$ cat config.mk
export PLATFORM = sky130hd
export DESIGN_NAME = sseg_scan_decoder
export DESIGN_NICKNAME = d
export VERILOG_FILES = /design/src/rtl/sseg_scan_decoder.sv
export SDC_FILE = /design/constraint.sdc
export NUM_CORES = 1
export LEC_CHECK = 0
export BUFFER_PORTS_ARGS = -buffer_cell sky130_fd_sc_hd__buf_2
export CORE_ASPECT_RATIO = 1.25
export CORE_MARGIN = 4
export CORE_UTILIZATION = 50
export CTS_BUF_LIST = sky130_fd_sc_hd__clkbuf_16
export DETAILED_ROUTE_END_ITERATION = 16
export GPL_ROUTABILITY_DRIVEN = 0
export PLACE_DENSITY_LB_ADDON = 0.05
export SYNTH_ARGS = -nofsm -noshare
export SYNTH_HDL_FRONTEND = slang
export SYNTH_SLANG_ARGS = --single-unit
export TNS_END_PERCENT = 5
$ cat constraint.sdc
create_clock -name clk -period 5 [get_ports clk]
set_input_delay 0.75 -clock clk [delete_from_list [all_inputs] [get_ports clk]]
set_output_delay 0.75 -clock clk [all_outputs]
set_load 0.1 [all_outputs]
$ cat src/rtl/sseg_scan_decoder.sv
// Monitors a multiplexed 7-segment bus and recovers each digit's hex value.
// A digit is captured once its anode/segment pattern has been stable long enough.
module sseg_scan_decoder #(
  parameter int N_DIGITS      = 8,
  parameter int STABLE_CYCLES = 4
) (
  input  logic                  clk,
  input  logic                  reset,
  input  logic [N_DIGITS-1:0]   an,
  input  logic [7:0]            sseg,
  output logic [4*N_DIGITS-1:0] hex_out,
  output logic [N_DIGITS-1:0]   dp_out,
  output logic [N_DIGITS-1:0]   valid_out,
  output logic [N_DIGITS-1:0]   blank_out,
  output logic                  upd,
  output logic [2:0]            upd_idx,
  output logic [7:0]            err_cnt
);

  localparam int CW = (STABLE_CYCLES > 1) ? $clog2(STABLE_CYCLES) : 1;
  localparam logic [CW-1:0] CNT_MAX = CW'(STABLE_CYCLES - 1);

  typedef struct packed {
    logic       match;
    logic       blank;
    logic [3:0] hex;
  } decode_t;

  function automatic decode_t decode_seg(input logic [6:0] seg);
    decode_t d;
    d = '{match: 1'b1, blank: 1'b0, hex: 4'h0};
    case (seg)
      7'b1000000: d.hex = 4'h0;
      7'b1111001: d.hex = 4'h1;
      7'b0100100: d.hex = 4'h2;
      7'b0110000: d.hex = 4'h3;
      7'b0011001: d.hex = 4'h4;
      7'b0010010: d.hex = 4'h5;
      7'b0000010: d.hex = 4'h6;
      7'b1111000: d.hex = 4'h7;
      7'b0000000: d.hex = 4'h8;
      7'b0010000: d.hex = 4'h9;
      7'b0001000: d.hex = 4'hA;
      7'b0000011: d.hex = 4'hB;
      7'b1000110: d.hex = 4'hC;
      7'b0100001: d.hex = 4'hD;
      7'b0000110: d.hex = 4'hE;
      7'b0001110: d.hex = 4'hF;
      7'b1111111: begin
        d.match = 1'b0;
        d.blank = 1'b1;
      end
      default: d.match = 1'b0;
    endcase
    return d;
  endfunction

  logic [N_DIGITS-1:0] s_an;
  logic [7:0]          s_sseg;
  logic [CW-1:0]       cnt;
  logic                done;

  logic [N_DIGITS-1:0] an_low;
  logic                in_eq;
  logic                one_low;
  logic                capture;
  logic [2:0]          cap_idx;
  decode_t             dec;

  always_comb begin
    an_low  = ~s_an;
    in_eq   = (an == s_an) && (sseg == s_sseg);
    // Exactly one anode low: non-zero and a power of two after inversion.
    one_low = (an_low != '0) && ((an_low & (an_low - N_DIGITS'(1))) == '0);
    capture = in_eq && (cnt == CNT_MAX) && !done && one_low;
    dec     = decode_seg(s_sseg[6:0]);
    cap_idx = 3'd0;
    for (int i = 0; i < N_DIGITS; i++) begin
      if (an_low[i]) cap_idx = 3'(i);
    end
  end

  // NOTE: every register here, including the per-digit result bits, is cleared
  // by reset so the MMIO view is deterministic from the first cycle.
  always_ff @(posedge clk) begin
    if (reset) begin
      s_an      <= '1;
      s_sseg    <= 8'hFF;
      cnt       <= '0;
      done      <= 1'b0;
      hex_out   <= '0;
      dp_out    <= '0;
      valid_out <= '0;
      blank_out <= '0;
      upd       <= 1'b0;
      upd_idx   <= 3'd0;
      err_cnt   <= 8'd0;
    end else begin
      // NOTE: non-blocking assignments so every read above sees pre-edge values.
      upd <= 1'b0;
      if (!in_eq) begin
        s_an   <= an;
        s_sseg <= sseg;
        cnt    <= '0;
        done   <= 1'b0;
      end else if (cnt != CNT_MAX) begin
        cnt <= cnt + CW'(1);
      end

      if (capture) begin
        done    <= 1'b1;
        upd     <= 1'b1;
        upd_idx <= cap_idx;
        if (!dec.match && !dec.blank && err_cnt != 8'hFF) begin
          err_cnt <= err_cnt + 8'd1;
        end
        for (int i = 0; i < N_DIGITS; i++) begin
          if (cap_idx == 3'(i)) begin
            hex_out[4*i +: 4] <= dec.hex;
            dp_out[i]         <= ~s_sseg[7];
            valid_out[i]      <= dec.match;
            blank_out[i]      <= dec.blank;
          end
        end
      end
    end
  end

endmodule
# After elaboration in Yosys (flattened, before gate mapping)
# Index checks and enable logic that the tools add are counted.
dict set report word_totals {
  regBits 87
  elab_cells 113
  in_bits 18
  output_inout_bits 68
}
dict set report classes {
  eq_ne 29
  mux 13
  bitwise_logic 4
  n_reduce_logical 25
  addsub 3
}
# operator n
set ops {}
lappend ops {{4-bit case mux with 15 select lines} 1}
lappend ops {{7-bit == test (second input constant)} 5}
lappend ops {{7-bit by 5-bit == test with 1-bit output (second input constant)} 3}
lappend ops {{7-bit by 6-bit == test with 1-bit output (second input constant)} 3}
lappend ops {{3-bit 2-to-1 mux} 6}
lappend ops {{2-bit AND reduction} 9}
lappend ops {{8-bit == test} 2}
lappend ops {{16-bit OR reduction} 1}
lappend ops {{7-bit by 2-bit == test with 1-bit output (second input constant)} 2}
lappend ops {{7-bit by 4-bit == test with 1-bit output (second input constant)} 2}
lappend ops {{3-bit == test (second input constant)} 4}
lappend ops {{8-bit by 1-bit adder with 8-bit output (second input constant)} 1}
lappend ops {{8-bit bitwise AND} 1}
lappend ops {{8-bit zero test} 1}
lappend ops {{8-bit != test (second input constant)} 1}
lappend ops {{8-bit inverter} 1}
lappend ops {{8-bit nonzero test} 1}
lappend ops {{8-bit by 1-bit subtractor with 8-bit output (second input constant)} 1}
lappend ops {{7-bit by 3-bit == test with 1-bit output (second input constant)} 1}
lappend ops {{1-bit logical AND} 7}
lappend ops {{7-bit zero test} 1}
lappend ops {{3-bit by 2-bit == test with 1-bit output (second input constant)} 2}
lappend ops {{1-bit 2-to-1 mux} 6}
lappend ops {{3-bit by 1-bit == test with 1-bit output (second input constant)} 1}
lappend ops {{8 further kinds} 11}

# Depth between registers and ports, before layout
# Gate-level depths: netlist of the first run.
dict set report logic_depth {
  depth_word 10
  depth_mapped 9
  mapped_depth_nobuf 6
}

# Least setup slack after synthesis of the first run
# OpenSTA, ideal clock, no wires.
dict set report synth_timing {
  path_type {input-to-reg}
  from {input sseg[4]}
  to {register err_cnt[6]}
  stages 7
  n_path_buf 1
  setup_slack_ns 2.297
  setup_time_ns 0.121
  arrival_ns 2.582
  path_cell_list {xor2_1 nor4_1 nand4_2 or3b_1 buf_6 nor4b_1 mux2_2}
}
dict set report synth_between {
  elab_chain_len 6
}
# item line
set synth_rtl {}
lappend synth_rtl {{from (decl)} 10} ;# input logic [7:0] sseg,
lappend synth_rtl {{8-bit == test} 72} ;# in_eq = (an == s_an) && (sseg == s_sseg);
lappend synth_rtl {{1-bit logical AND} 72}
lappend synth_rtl {{1-bit logical AND (3 in series)} 75} ;# capture = in_eq && (cnt == CNT_MAX) && !done && one_low;
lappend synth_rtl {{2-bit AND reduction (no line)} -}
lappend synth_rtl {{to (signal assigned)} 115} ;# err_cnt <= err_cnt + 8'd1;
lappend synth_rtl {{to (decl)} 17} ;# output logic [7:0] err_cnt
# Every way passes these cells.
# A chain may end at the register's enable or synchronous reset.

# Worst setup path in the final report of the first run
dict set report layout_timing {
  from {register s_sseg[4]}
  to {register dp_out[2]}
}
dict set report layout_between {
  elab_chain_len 6
}
# item line
set layout_rtl {}
lappend layout_rtl {{from (decl)} 59} ;# logic [7:0] s_sseg;
lappend layout_rtl {{from (signal assigned)} 103} ;# s_sseg <= sseg;
lappend layout_rtl {{8-bit == test} 72}
lappend layout_rtl {{1-bit logical AND} 72}
lappend layout_rtl {{1-bit logical AND (3 in series)} 75}
lappend layout_rtl {{2-bit AND reduction (no line)} -}
lappend layout_rtl {{to (signal, indexed assignment)} 120} ;# dp_out[i] <= ~s_sseg[7];
lappend layout_rtl {{to (decl)} 12} ;# output logic [N_DIGITS-1:0] dp_out,
# Every way passes these cells.

==> results of run 1 <==
==> power by group through the flow <==
stage	logic [mW]	clock network [mW]	registers [mW]
2_1_floorplan	0.0662	0	0.721
3_3_place_gp	0.0720	0	0.733
3_5_place_dp	0.0724	0	0.733
4_1_cts	0.0735	0.661	0.718
5_1_grt	0.0808	0.692	0.720
6_report	0.0732	0.651	0.718
==> cell type report <==
| cell class | count | share of cell area |
|---|---|---|
| timing repair buffer | 88 | 0.0948 |
| inverter | 7 | 0.00556 |
| sequential | 87 | 0.369 |
| clock buffer | 9 | 0.0477 |
| clock inverter | 7 | 0.0135 |
| multi-input combinational | 286 | 0.445 |
| tap | 95 | 0.0252 |
==> layout by cell type (no fill, tap or decap), types with 7 or more instances in the layout <==
cell / instances
nand4_1: 7
a21oi_1: 8
or2_2: 19
xor2_1: 17
inv_1: 7
dfxtp_1: 87
nand2_1: 7
mux2i_1: 59
nand3_1: 12
nor2_1: 27
buf_2: 85
clkbuf_16: 9
nand2b_1: 51
==> sequential cells by signal, summed over array words and instances (netlist names) <==
register	cells
valid_out	8
blank_out	8
s_an	8
done	1
hex_out	32
upd_idx	3
dp_out	8
upd	1
err_cnt	8
s_sseg	8
cnt	2
==> metal layers <==
metal  vias up  GRT usage
met4         0     0.0713
met1      1468      0.255
met2        79      0.349
met5         -          0
li1       1575          -
met3        12     0.0412
==> worst paths after layout <==
path / end / cells past startpoint / startpoint
min: done / 2 / done
max: dp_out[2] / 7 / s_sseg[4]
min reg2reg: done / 2 / done
max reg2reg: dp_out[2] / 7 / s_sseg[4]
==> kinds of logic after synthesis <==
family                     after synthesis  share of synthesized area
DFF                                     87                      0.433
buffers and inverters                   38                     0.0463
and+or+nand+nor                        171                      0.262
AOI/OAI and AO/OA                       33                     0.0585
adders and majority gates                2                    0.00622
xor gates and xnor gates                19                     0.0414
muxes                                   61                      0.152
==> worst reg2reg max path, cell delays in order, from the launching register on <==
cell	delay (ns)
dfxtp_1	0.62
xor2_1	0.13
nor4_1	0.39
nand4_2	0.24
nor3b_1	0.70
buf_4	0.28
nand4b_1	0.46
mux2i_1	0.32
==> flow_summary_export.csv, run 1 <==
group,metric,value,unit
outcome,outcome,"finished, final reports clean",
power,p_sw_frac,0.226,
placed_design,dp_hpwl,6.67,mm
placed_design,io_buffers,85,
layout,fin_cells,579,
layout,drive_above_1_share,0.277,
yosys,ys_ff_latch,87,
clocking,root_buffer,"clkbuf_16",
global_route,grt-ovfl-total,0,
timing,rsz0062_at_grt,"no",
drt,drc,0,
die,die_w,88.2,µm
clocking,clk_path_buf_depth,2,
die,core_area,0.00784,mm²
timing,worstMarginPinSlew,0.993,ns
clocking,postCtsSetupBuffers,0,
yosys,yosysTopAreaCell,"dfxtp_1",
yosys,netlist_instances,411,
yosys,synthTopCellsByArea,"dfxtp_1 43%, mux2i_1 15%, nand2b_1 7.9%",
clocking,cts_tree,"built",
clocking,cts_resized,0,
timing,max_freq,0.310,GHz
drt,routed_wirelength,9.40,mm
clocking,path_clk_slew,0.06,ns
run,maxCapViolations,0,
yosys,ys_types,53,
yosys,synth.avg_cell_area,9.79,µm²
drt,via_per_inst,5.41,
placed_design,place_area,0.00444,mm²
setup_path,reg2reg_setup_slack,1.77,ns
layout,diodes,0,
setup_path,cp_max_fo,14,
layout,post-route-util,0.603,
setup_path,critPathMaxStageDelay,0.70,ns
clocking,clk_latency,0.33,ns
drt,antenna_left,0,
drt,via_count,3134,
setup_path,worstSetupEndpointType,"flop",
timing,slew_violations,0,
yosys,syn-num-nets,431,
clocking,clock_sinks,87,
clocking,h-tree-depth,3,
yosys,yosysMostFrequentCell,"dfxtp_1",
die,die_h,108,µm
timing,fin_crit,3.23,ns
setup_path,cp_slowest_cell,"nor3b_1",
global_route,grt.total_usage,0.205,
yosys,yosysWarnings,0,
timing,tns,0,ns
power,p_leak,2.20,nW
timing,setup_viol,0,
hold_path,hp-class,"reg -> reg",
setup_path,startpoint_type,"flop",
placed_design,dp.cells,563,
power,switching_power,0.326,mW
power,p_comb_frac,0.051,
power,seqPwrFrac,0.498,
power,power.density,305,mW/mm²
global_route,grt_max_degree,69,
setup_path,critical_path_buf_inv_count,1,
yosys,async_flop_share,0,
setup_path,critPathArrivalTime,3.48,ns
setup_path,crit_family,"simple AND/OR/NAND/NOR gates",
yosys,synth_seq_area_share,0.433,
setup_path,path_cells,"xor2_1, nor4_1, nand4_2, nor3b_1, buf_4, nand4b_1, mux2i_1",
layout,layout.nets,499,
layout,nFillCells,702,
drt,initialDrtViolationCount,112,
yosys,synth_top_cell_area_share,0.433,
power,ir_drop,0.000260,V
clocking,numCtsBuffers,9,
layout,seqCellArea,0.00174,mm²
die,fp-row-count,36,
yosys,synth_edf_count,0,
drt,wl_per_cell,16.2,µm
die,io_pins,86,
timing,hold_viol,0,
global_route,antenna_found_initial,0,
die,dieArea,0.00955,mm²
clocking,holdBufCountCts,0,
drt,m1WireLength,4.13,mm
layout,stdcell_area,0.00472,mm²
drt,route.met3.wl,509,µm
timing,worst_clock_skew,0.00461,ns
drt,drt-pass1-iter-count,4,
global_route,grt_pass1_wl,15.2,mm
timing,worst_slack,1.77,ns
yosys,synth_common_cells,"87 x dfxtp_1, 59 x mux2i_1, 51 x nand2b_1",
layout,multiInputGateArea,0.00210,mm²
yosys,synth_area,0.00402,mm²
placed_design,post-place-ws,1.51,ns
power,power,1.44,mW
setup_path,cp.required,5.25,ns
power,pwr-share-clk,0.451,
drt,wl_met2,4.58,mm
timing,finalCritPeriodShare,0.646,
yosys,synth_ff_type,"dfxtp_1",
timing,relSlewSlack,0.338,
setup_path,crit_type,"reg -> reg",
timing,worst_hold_slack,0.470,ns
global_route,grt_pass1_vias,3039,
layout,syn_to_final_growth,17.4,%
die,initial_utilization,0.513,
drt,highest_layer,"met4",
power,internal_power,1.12,mW
(Power assumes the default switching activity.)
==> run 2: changes to the inputs <==
Settings changed: CORE_UTILIZATION 50 to 49.
Clock period 5 ns to 2.7 ns, I/O delays scaled along.
==> flow_summary_export.csv, run 2 (synthesis gave the netlist of run 1 again) <==
group,metric,value,unit
hold_path,hold_path_depth,2,
global_route,grt_max_degree,48,
outcome,outcome,"finished, final reports clean",
global_route,grt.total_usage,0.201,
layout,stdcell_area,0.00486,mm²
timing,setup_viol,0,
clocking,h-tree-depth,3,
drt,initialDrtViolationCount,148,
clocking,cts_tree,"built",
clocking,postCtsSetupBuffers,0,
layout,diodes,0,
timing,worst_hold_slack,0.273,ns
timing,max_freq,0.405,GHz
timing,relSlewSlack,0.525,
drt,wl_per_cell,15.5,µm
layout,nFillCells,732,
setup_path,startpoint_type,"flop",
timing,worstMarginPinSlew,0.713,ns
drt,via_per_inst,5.45,
timing,worst_clock_skew,0.00578,ns
clocking,root_buffer,"clkbuf_16",
drt,drt-pass1-iter-count,4,
drt,routed_wirelength,9.28,mm
placed_design,place_area,0.00459,mm²
global_route,grt_pass1_vias,3079,
drt,via_count,3266,
timing,fin_crit,2.47,ns
clocking,path_clk_slew,0.06,ns
placed_design,post-place-ws,0.0460,ns
layout,drive_above_1_share,0.308,
layout,layout_commonest_cell,"dfxtp_1",
setup_path,reg2reg_setup_slack,0.23,ns
timing,finalCritPeriodShare,0.915,
clocking,clk_path_buf_depth,2,
timing,worst_slack,0.228,ns
setup_path,cp_max_fo,8,
die,io_pins,86,
layout,multiInputGateArea,0.00211,mm²
clocking,clock_sinks,87,
power,power.density,530,mW/mm²
global_route,grt_pass1_wl,15.1,mm
clocking,numCtsBuffers,9,
setup_path,worstSetupEndpointType,"flop",
setup_path,critPathMaxStageDelay,0.50,ns
hold_path,hp-class,"in -> reg",
layout,regMostFlops,"hex_out",
layout,seqCellArea,0.00174,mm²
run,maxCapViolations,0,
layout,syn_to_final_growth,20.8,%
layout,fin_cells,599,
global_route,antenna_found_initial,0,
die,die_w,89.0,µm
power,power,2.58,mW
drt,antenna_left,0,
setup_path,cp.required,2.91,ns
clocking,cts_resized,0,
die,initial_utilization,0.510,
setup_path,cp_slowest_cell,"dfxtp_1",
layout,largest_reg_flops,32,
power,ir_drop,0.000419,V
die,core_area,0.00788,mm²
die,fp-row-count,36,
setup_path,critPathArrivalTime,2.68,ns
timing,rsz0062_at_grt,"yes",
timing,slew_violations,0,
placed_design,dp_hpwl,6.77,mm
die,dieArea,0.00973,mm²
die,die_h,109,µm
placed_design,dp.cells,584,
global_route,grt-ovfl-total,0,
setup_path,rr_worst_depth,8,
layout,layout_common_cells,"87 x dfxtp_1, 85 x buf_2, 59 x mux2i_1",
timing,tns,0,ns
placed_design,io_buffers,85,
layout,post-route-util,0.616,
setup_path,path_cells,"nand2_1, nor3b_1, o311ai_1, buf_4, nor3b_1, buf_4, nand2_1, mux2i_1",
drt,drc,0,
timing,hold_viol,0,
power,p_leak,2.30,nW
clocking,holdBufCountCts,0,
layout,layout.nets,520,
clocking,clk_latency,0.34,ns
setup_path,crit_type,"reg -> reg",
-- run 2: cell count changes in the layout (fill, tap and decap cells not counted), sizes merged --
| cell | previous run | this run |
|---|---|---|
| buf | 88 | 109 |
| bufinv | 1 | 0 |
| inv | 7 | 10 |
| clkinv | 5 | 2 |
-- run 2: layout make-up --
class                      count  share of cell area
clock buffer                   9              0.0464
tap                           95              0.0245
clock inverter                 6             0.00670
inverter                       7             0.00541
timing repair buffer         109               0.125
sequential                    87               0.358
multi-input combinational    286               0.434
-- run 2: worst paths after layout --
kind,start,to
worst max-delay path,s_an[7],hex_out[17]
worst min-delay path,sseg[5],s_sseg[5]
worst max register to register,s_an[7],hex_out[17]
worst min register to register,valid_out[4],valid_out[4]
-- run 2: power breakdown --
group / internal [mW] / switching (mW) / leakage [nW]
Clock: 0.607 / 0.485 / 0.135
Combinational: 0.0784 / 0.0885 / 1.46
Sequential: 1.30 / 0.0205 / 0.705
-- run 2: worst max-delay path: cells and delay by family, from the launching register on --
kind                   cells  cell delay [ns]
AO/OA/AOI/OAI              1             0.19
multiplexers               1             0.22
AND/OR/NAND/NOR            4             1.03
flip-flops                 1             0.50
buffers and inverters      2             0.40
-- run 2: per-layer routing --
| metal | global-route usage | share of wire |
|---|---|---|
| met1 | 0.255 | 0.45 |
| met4 | 0.106 | 0.024 |
| met3 | 0.0315 | 0.046 |
| met5 | 0 | 0 |
| met2 | 0.327 | 0.48 |
